`src/rtl/vmove_pipe.sv`:
```
// Vector move/merge unit (vmv.v.v, vmv.v.x/i, vmerge.vvm/vxm) at SEW 8/16/32/64,
// followed by an elastic register pipeline that carries the destination address with the data.
module vmove_pipe #(
  parameter int DATA_WIDTH  = 64,
  parameter int ADDR_WIDTH  = 32,
  parameter int SEW_WIDTH   = 2,
  parameter int OPSEL_WIDTH = 2,
  parameter int PIPE_DEPTH  = 4
) (
  input  logic                    clk,
  input  logic                    rst,
  input  logic                    in_valid,
  output logic                    in_ready,
  input  logic [ADDR_WIDTH-1:0]   in_addr,
  input  logic [DATA_WIDTH-1:0]   in_vec0,
  input  logic [DATA_WIDTH-1:0]   in_vec1,
  input  logic [63:0]             in_scalar,
  input  logic [DATA_WIDTH/8-1:0] in_mask,
  input  logic                    in_vm,
  input  logic [SEW_WIDTH-1:0]    in_sew,
  input  logic [OPSEL_WIDTH-1:0]  in_opsel,
  output logic                    out_valid,
  input  logic                    out_ready,
  output logic [ADDR_WIDTH-1:0]   out_addr,
  output logic [DATA_WIDTH-1:0]   out_vec,
  output logic                    busy
);

  localparam int NB  = DATA_WIDTH / 8;
  localparam int NBW = (NB > 1) ? $clog2(NB) : 1;

  // Handshake: a transfer happens at a rising edge where valid & ready are both high.
  // Producers hold their payload until that edge; ready may depend combinationally on
  // the downstream ready, but valid never depends on ready.

  logic [DATA_WIDTH-1:0] w_result;
  logic                  w_accept;

  // Each result byte picks its element's mask bit and the matching byte of the scalar.
  for (genvar gb = 0; gb < NB; gb++) begin : g_byte
    logic [NBW-1:0] w_eidx;
    logic [2:0]     w_sidx;
    logic           w_m;
    logic [7:0]     w_src;

    assign w_eidx = NBW'(gb) >> in_sew;
    assign w_sidx = 3'(gb) & ~(3'b111 << in_sew);
    assign w_m    = in_vm | in_mask[w_eidx];
    assign w_src  = in_opsel[0] ? in_scalar[{w_sidx, 3'b000} +: 8] : in_vec1[gb*8 +: 8];
    assign w_result[gb*8 +: 8] = (!in_opsel[1] || w_m) ? w_src : in_vec0[gb*8 +: 8];
  end

  logic                  r_valid [PIPE_DEPTH];
  logic [DATA_WIDTH-1:0] r_data  [PIPE_DEPTH];
  logic [ADDR_WIDTH-1:0] r_addr  [PIPE_DEPTH];
  logic [PIPE_DEPTH-1:0] w_valid;
  logic                  w_load  [PIPE_DEPTH];

  // A stage may load when the consumer is ready or any stage from it to the tail is empty;
  // written flat so there is no combinational loop through the stage chain.
  for (genvar gk = 0; gk < PIPE_DEPTH; gk++) begin : g_stage
    assign w_valid[gk] = r_valid[gk];
    assign w_load[gk]  = out_ready | ~(&w_valid[PIPE_DEPTH-1:gk]);
  end

  assign in_ready = rst & w_load[0];
  assign w_accept = in_valid & in_ready;

  always_ff @(posedge clk or negedge rst) begin
    if (!rst) begin
      for (int k = 0; k < PIPE_DEPTH; k++) begin
        r_valid[k] <= 1'b0;
        r_data[k]  <= '0;
        r_addr[k]  <= '0;
      end
    end else begin
      if (w_load[0]) begin
        r_valid[0] <= w_accept;
        r_data[0]  <= w_accept ? w_result : '0;
        r_addr[0]  <= w_accept ? in_addr : '0;
      end
      // Empty stages always hold zeros, so a plain copy keeps bubbles zeroed downstream.
      for (int k = 1; k < PIPE_DEPTH; k++) begin
        if (w_load[k]) begin
          r_valid[k] <= r_valid[k-1];
          r_data[k]  <= r_data[k-1];
          r_addr[k]  <= r_addr[k-1];
        end
      end
    end
  end

  assign out_valid = r_valid[PIPE_DEPTH-1];
  assign out_vec   = r_data[PIPE_DEPTH-1];
  assign out_addr  = r_addr[PIPE_DEPTH-1];
  assign busy      = |w_valid;

endmodule

```
`config.mk`:
```
export PLATFORM = sky130hd
export DESIGN_NAME = vmove_pipe
export DESIGN_NICKNAME = d
export VERILOG_FILES = /design/src/rtl/vmove_pipe.sv
export SDC_FILE = /design/constraint.sdc
export NUM_CORES = 1
export LEC_CHECK = 0
export ABC_AREA = 1
export BUFFER_PORTS_ARGS = -buffer_cell sky130_fd_sc_hd__buf_2
export CAP_MARGIN = 20
export CORE_UTILIZATION = 53
export CTS_BUF_LIST = sky130_fd_sc_hd__clkbuf_8
export DETAILED_ROUTE_END_ITERATION = 10
export PLACE_DENSITY = 0.84
export SYNTH_ARGS = -nofsm -noshare
export SYNTH_HDL_FRONTEND = slang
export SYNTH_SLANG_ARGS = --single-unit
```
`constraint.sdc`:
```
create_clock -name clk -period 3.3 [get_ports clk]
set_input_delay 0.165 -clock clk [delete_from_list [all_inputs] [get_ports clk]]
set_output_delay 0.165 -clock clk [all_outputs]
set_load 0.1 [all_outputs]
```
==> flow_summary.toml <==
[route]
viasPerCell = 5.53
routedWlPerCell_um = 20.1
firstDrtPassIters = 6
drc = 0
vias = 15100
postRouteAntennaNets = 0
dr.first_iter.drc_count = 1221
wl_mm = 55.1

[min_path]
hp-class = "input pin to flop"
hold_depth = 5
hp-start = "in_vec0[49]"
hold_path_end = "r_data[241]$_DFFE_PN0N_"

[global_routing]
grt_max_degree = 195
antenna_found_initial = 13
first_global_vias = 15300
gr-total-overflow = 0
grt_use_total_pct = 33.0
grt_pass1_wl_mm = 84.8

[sta]
setup_violations = 0
worst_pin_slew_ns = 0.924
drv_slew = 0
hold_violations = 0
fin_setup_tns_ns = 0
min_period_ns = 2.91
slew_headroom_pct = 38.4
hold-worst-slack_ns = 0.0217
rsz0062_at_grt = "false"
finClkSkew_ns = 0.0418
period_share_pct = 88.2
fmax_ghz = 0.344

[layout]
area_delta_synth_final_pct = 20.7
nets = 2489
regArea_um2 = 9710
drive_above_1_share_pct = 24.4
final_util_pct = 65.1
fill_cells = 2672
final_cells = 2737
final_cell_mix = "505 x nand2_1, 388 x dfrtp_1, 338 x buf_2, 279 x o21ai_0, 173 x inv_1"
multi_input_area_um2 = 6120
stdcell_area_um2 = 21200
mostFrequentLayoutCell = "nand2_1"

[placement]
gp_congestion = 0.963
post-dp-hpwl_mm = 37.3
place_area_um2 = 18900
placedCellCount = 2515
numPortBuffers = 339

[setup_path]
crit_top_cell = "nor2_4"
critPathMaxStageDelay_ns = 0.58
start_kind = "flop"
r2r_cells = 9
reg2reg_to = "r_data[216]$_DFFE_PN0N_"
crit_path_max_fanout = 45
worst_setup_path_end_kind = "flop"
crit_buf_inv = 2
crit_family = "simple AND/OR/NAND/NOR gates"
reg2reg_setup_slack_ns = 0.39
crit_type = "flop to flop"
critPathSlowestCell = "dlygate4sd3_1"
cp.arrival_ns = 3.36
cp_cell_sequence = "nand2_4 > nor2_4 > nand2_8 > nor2_4 > nor3_4 > buf_4 > o211ai_1 > dlygate4sd3_1 > nand2_1"
crit_required_ns = 3.75
r2r-start = "out_valid$_DFFE_PN0P_"

[floorplan]
core_um2 = 32500
die_x_um = 184
dieArea_um2 = 33800
start_util_pct = 53.9
std_cell_rows = 66
num_io_pins = 340
die_h_um = 184

[power_and_ir_drop]
max-vdd-ir-drop_v = 0.000309
power_leakage_nw = 10.9
p_per_area_nw_per_um2 = 570

[yosys]
netlist_area_um2 = 17600
synth_cells = 1918
syn_avg_cell_area_um2 = 9.15
syn_nets = 2163
synthDistinctLibCells = 29
synth_seq_cells = 388
synth-seq-area-share_pct = 55.3
yosys_warnings = 0

[cts]
cts_tree = "yes"
path_clk_slew_ns = 0.06
cts.path.max_buffers = 3
cts_num_sinks = 388
cts_inserted_buffers = 66
postCtsSetupRepairBufs = 0
clockRootBuffer = "clkbuf_8"
ctsResizeCount = 0
htreeDepth = 3
insertion_delay_ns = 0.59

[run]
drv_cap = 0

[run_status]
status = "complete, no violations"
[cell type report]
cell class                 count  share of cell area [%]
multi-input combinational   1170                    28.9
tap                          442                    2.61
clock buffer                  75                    4.87
clock inverter                34                   0.992
sequential                   388                    45.8
inverter                     153                    2.71
timing repair buffer         465                    14.0
antenna                       10                   0.118
[how the worst max path moves through the flow]
| stage | from | to | cells after the start |
|---|---|---|---|
| after floorplan | out_valid$_DFFE_PN0P_ | in_ready | 7 |
| after global placement | in_sew[1] | r_data[235]$_DFFE_PN0N_ | 12 |
| after detailed placement | in_sew[1] | r_data[235]$_DFFE_PN0N_ | 12 |
| after CTS | out_valid$_DFFE_PN0P_ | r_data[226]$_DFFE_PN0N_ | 9 |
| after global routing | out_valid$_DFFE_PN0P_ | r_data[216]$_DFFE_PN0N_ | 9 |
| final | out_valid$_DFFE_PN0P_ | r_data[216]$_DFFE_PN0N_ | 9 |
[sequential cells by signal, summed over array words and instances (netlist names)]
| name | count |
|---|---|
| r_data | 192 |
| r_addr | 96 |
| out_vec | 64 |
| out_addr | 32 |
| r_valid | 3 |
| out_valid | 1 |
[cells by family after synthesis]
kind of cell | synth area share, %
muxes | 6.16
buffers and inverters | 9.94
and+or+nand+nor | 15.9
DFF | 55.3
adders and majority gates | 0.285
AOI/OAI and AO/OA | 12.4
[metrics by stage]
stage	worst slack, ns	total power [mW]
2_1_floorplan	0.254	7.34
3_3_place_gp	0.654	7.83
3_5_place_dp	0.689	7.87
4_1_cts	0.389	12.1
5_1_grt	0.245	12.6
6_report	0.391	12.1
[worst reg2reg max path: cells and delay by family, from the launching register on]
family,cells,cell delay (ns)
and+or+nand+nor,6,1.25
buffers and inverters,2,0.91
DFF,1,0.46
AOI/OAI and AO/OA,1,0.19
[timing repair]
action / in CTS / in global routing
setup endpoints to repair: 0 / 0
hold buffers: 103 / 0
hold endpoints to repair: 132 / 0
[cell usage after synthesis, drive strengths merged]
cell | number | area [um2]
buf | 140 | 918
a2bb2oi | 6 | 52.6
a22oi | 2 | 15.0
ha | 4 | 50.1
nor2 | 37 | 149
a21oi | 24 | 120
dfrtp | 388 | 9710
o21bai | 6 | 45.0
a22o | 32 | 280
o22ai | 8 | 50.1
inv | 152 | 571
o211ai | 15 | 113
nor3 | 1 | 16.3
nand2 | 507 | 1910
mux2 | 96 | 1080
nand4 | 36 | 225
clkinv | 1 | 3.75
or2 | 4 | 25.0
o21ai | 300 | 1500
nand3 | 92 | 465
clkbuf | 67 | 251
[per-layer routing]
layer  GRT usage, %  up-vias  wire length [um]
met3           7.33      179              4710
met5              0        -                41
li1               -     6872                 -
met4           17.1        6              2720
met1           42.6     7307             22100
met2           52.3      776             25500
[power by group]
part	internal, mW	total (mW)	switching, mW
logic	0.642	2.60	1.95
registers	5.14	5.34	0.201
clock network	2.23	4.14	1.91
total	8.01	12.1	4.07
No activity file was read; power rests on OpenSTA's default activity.
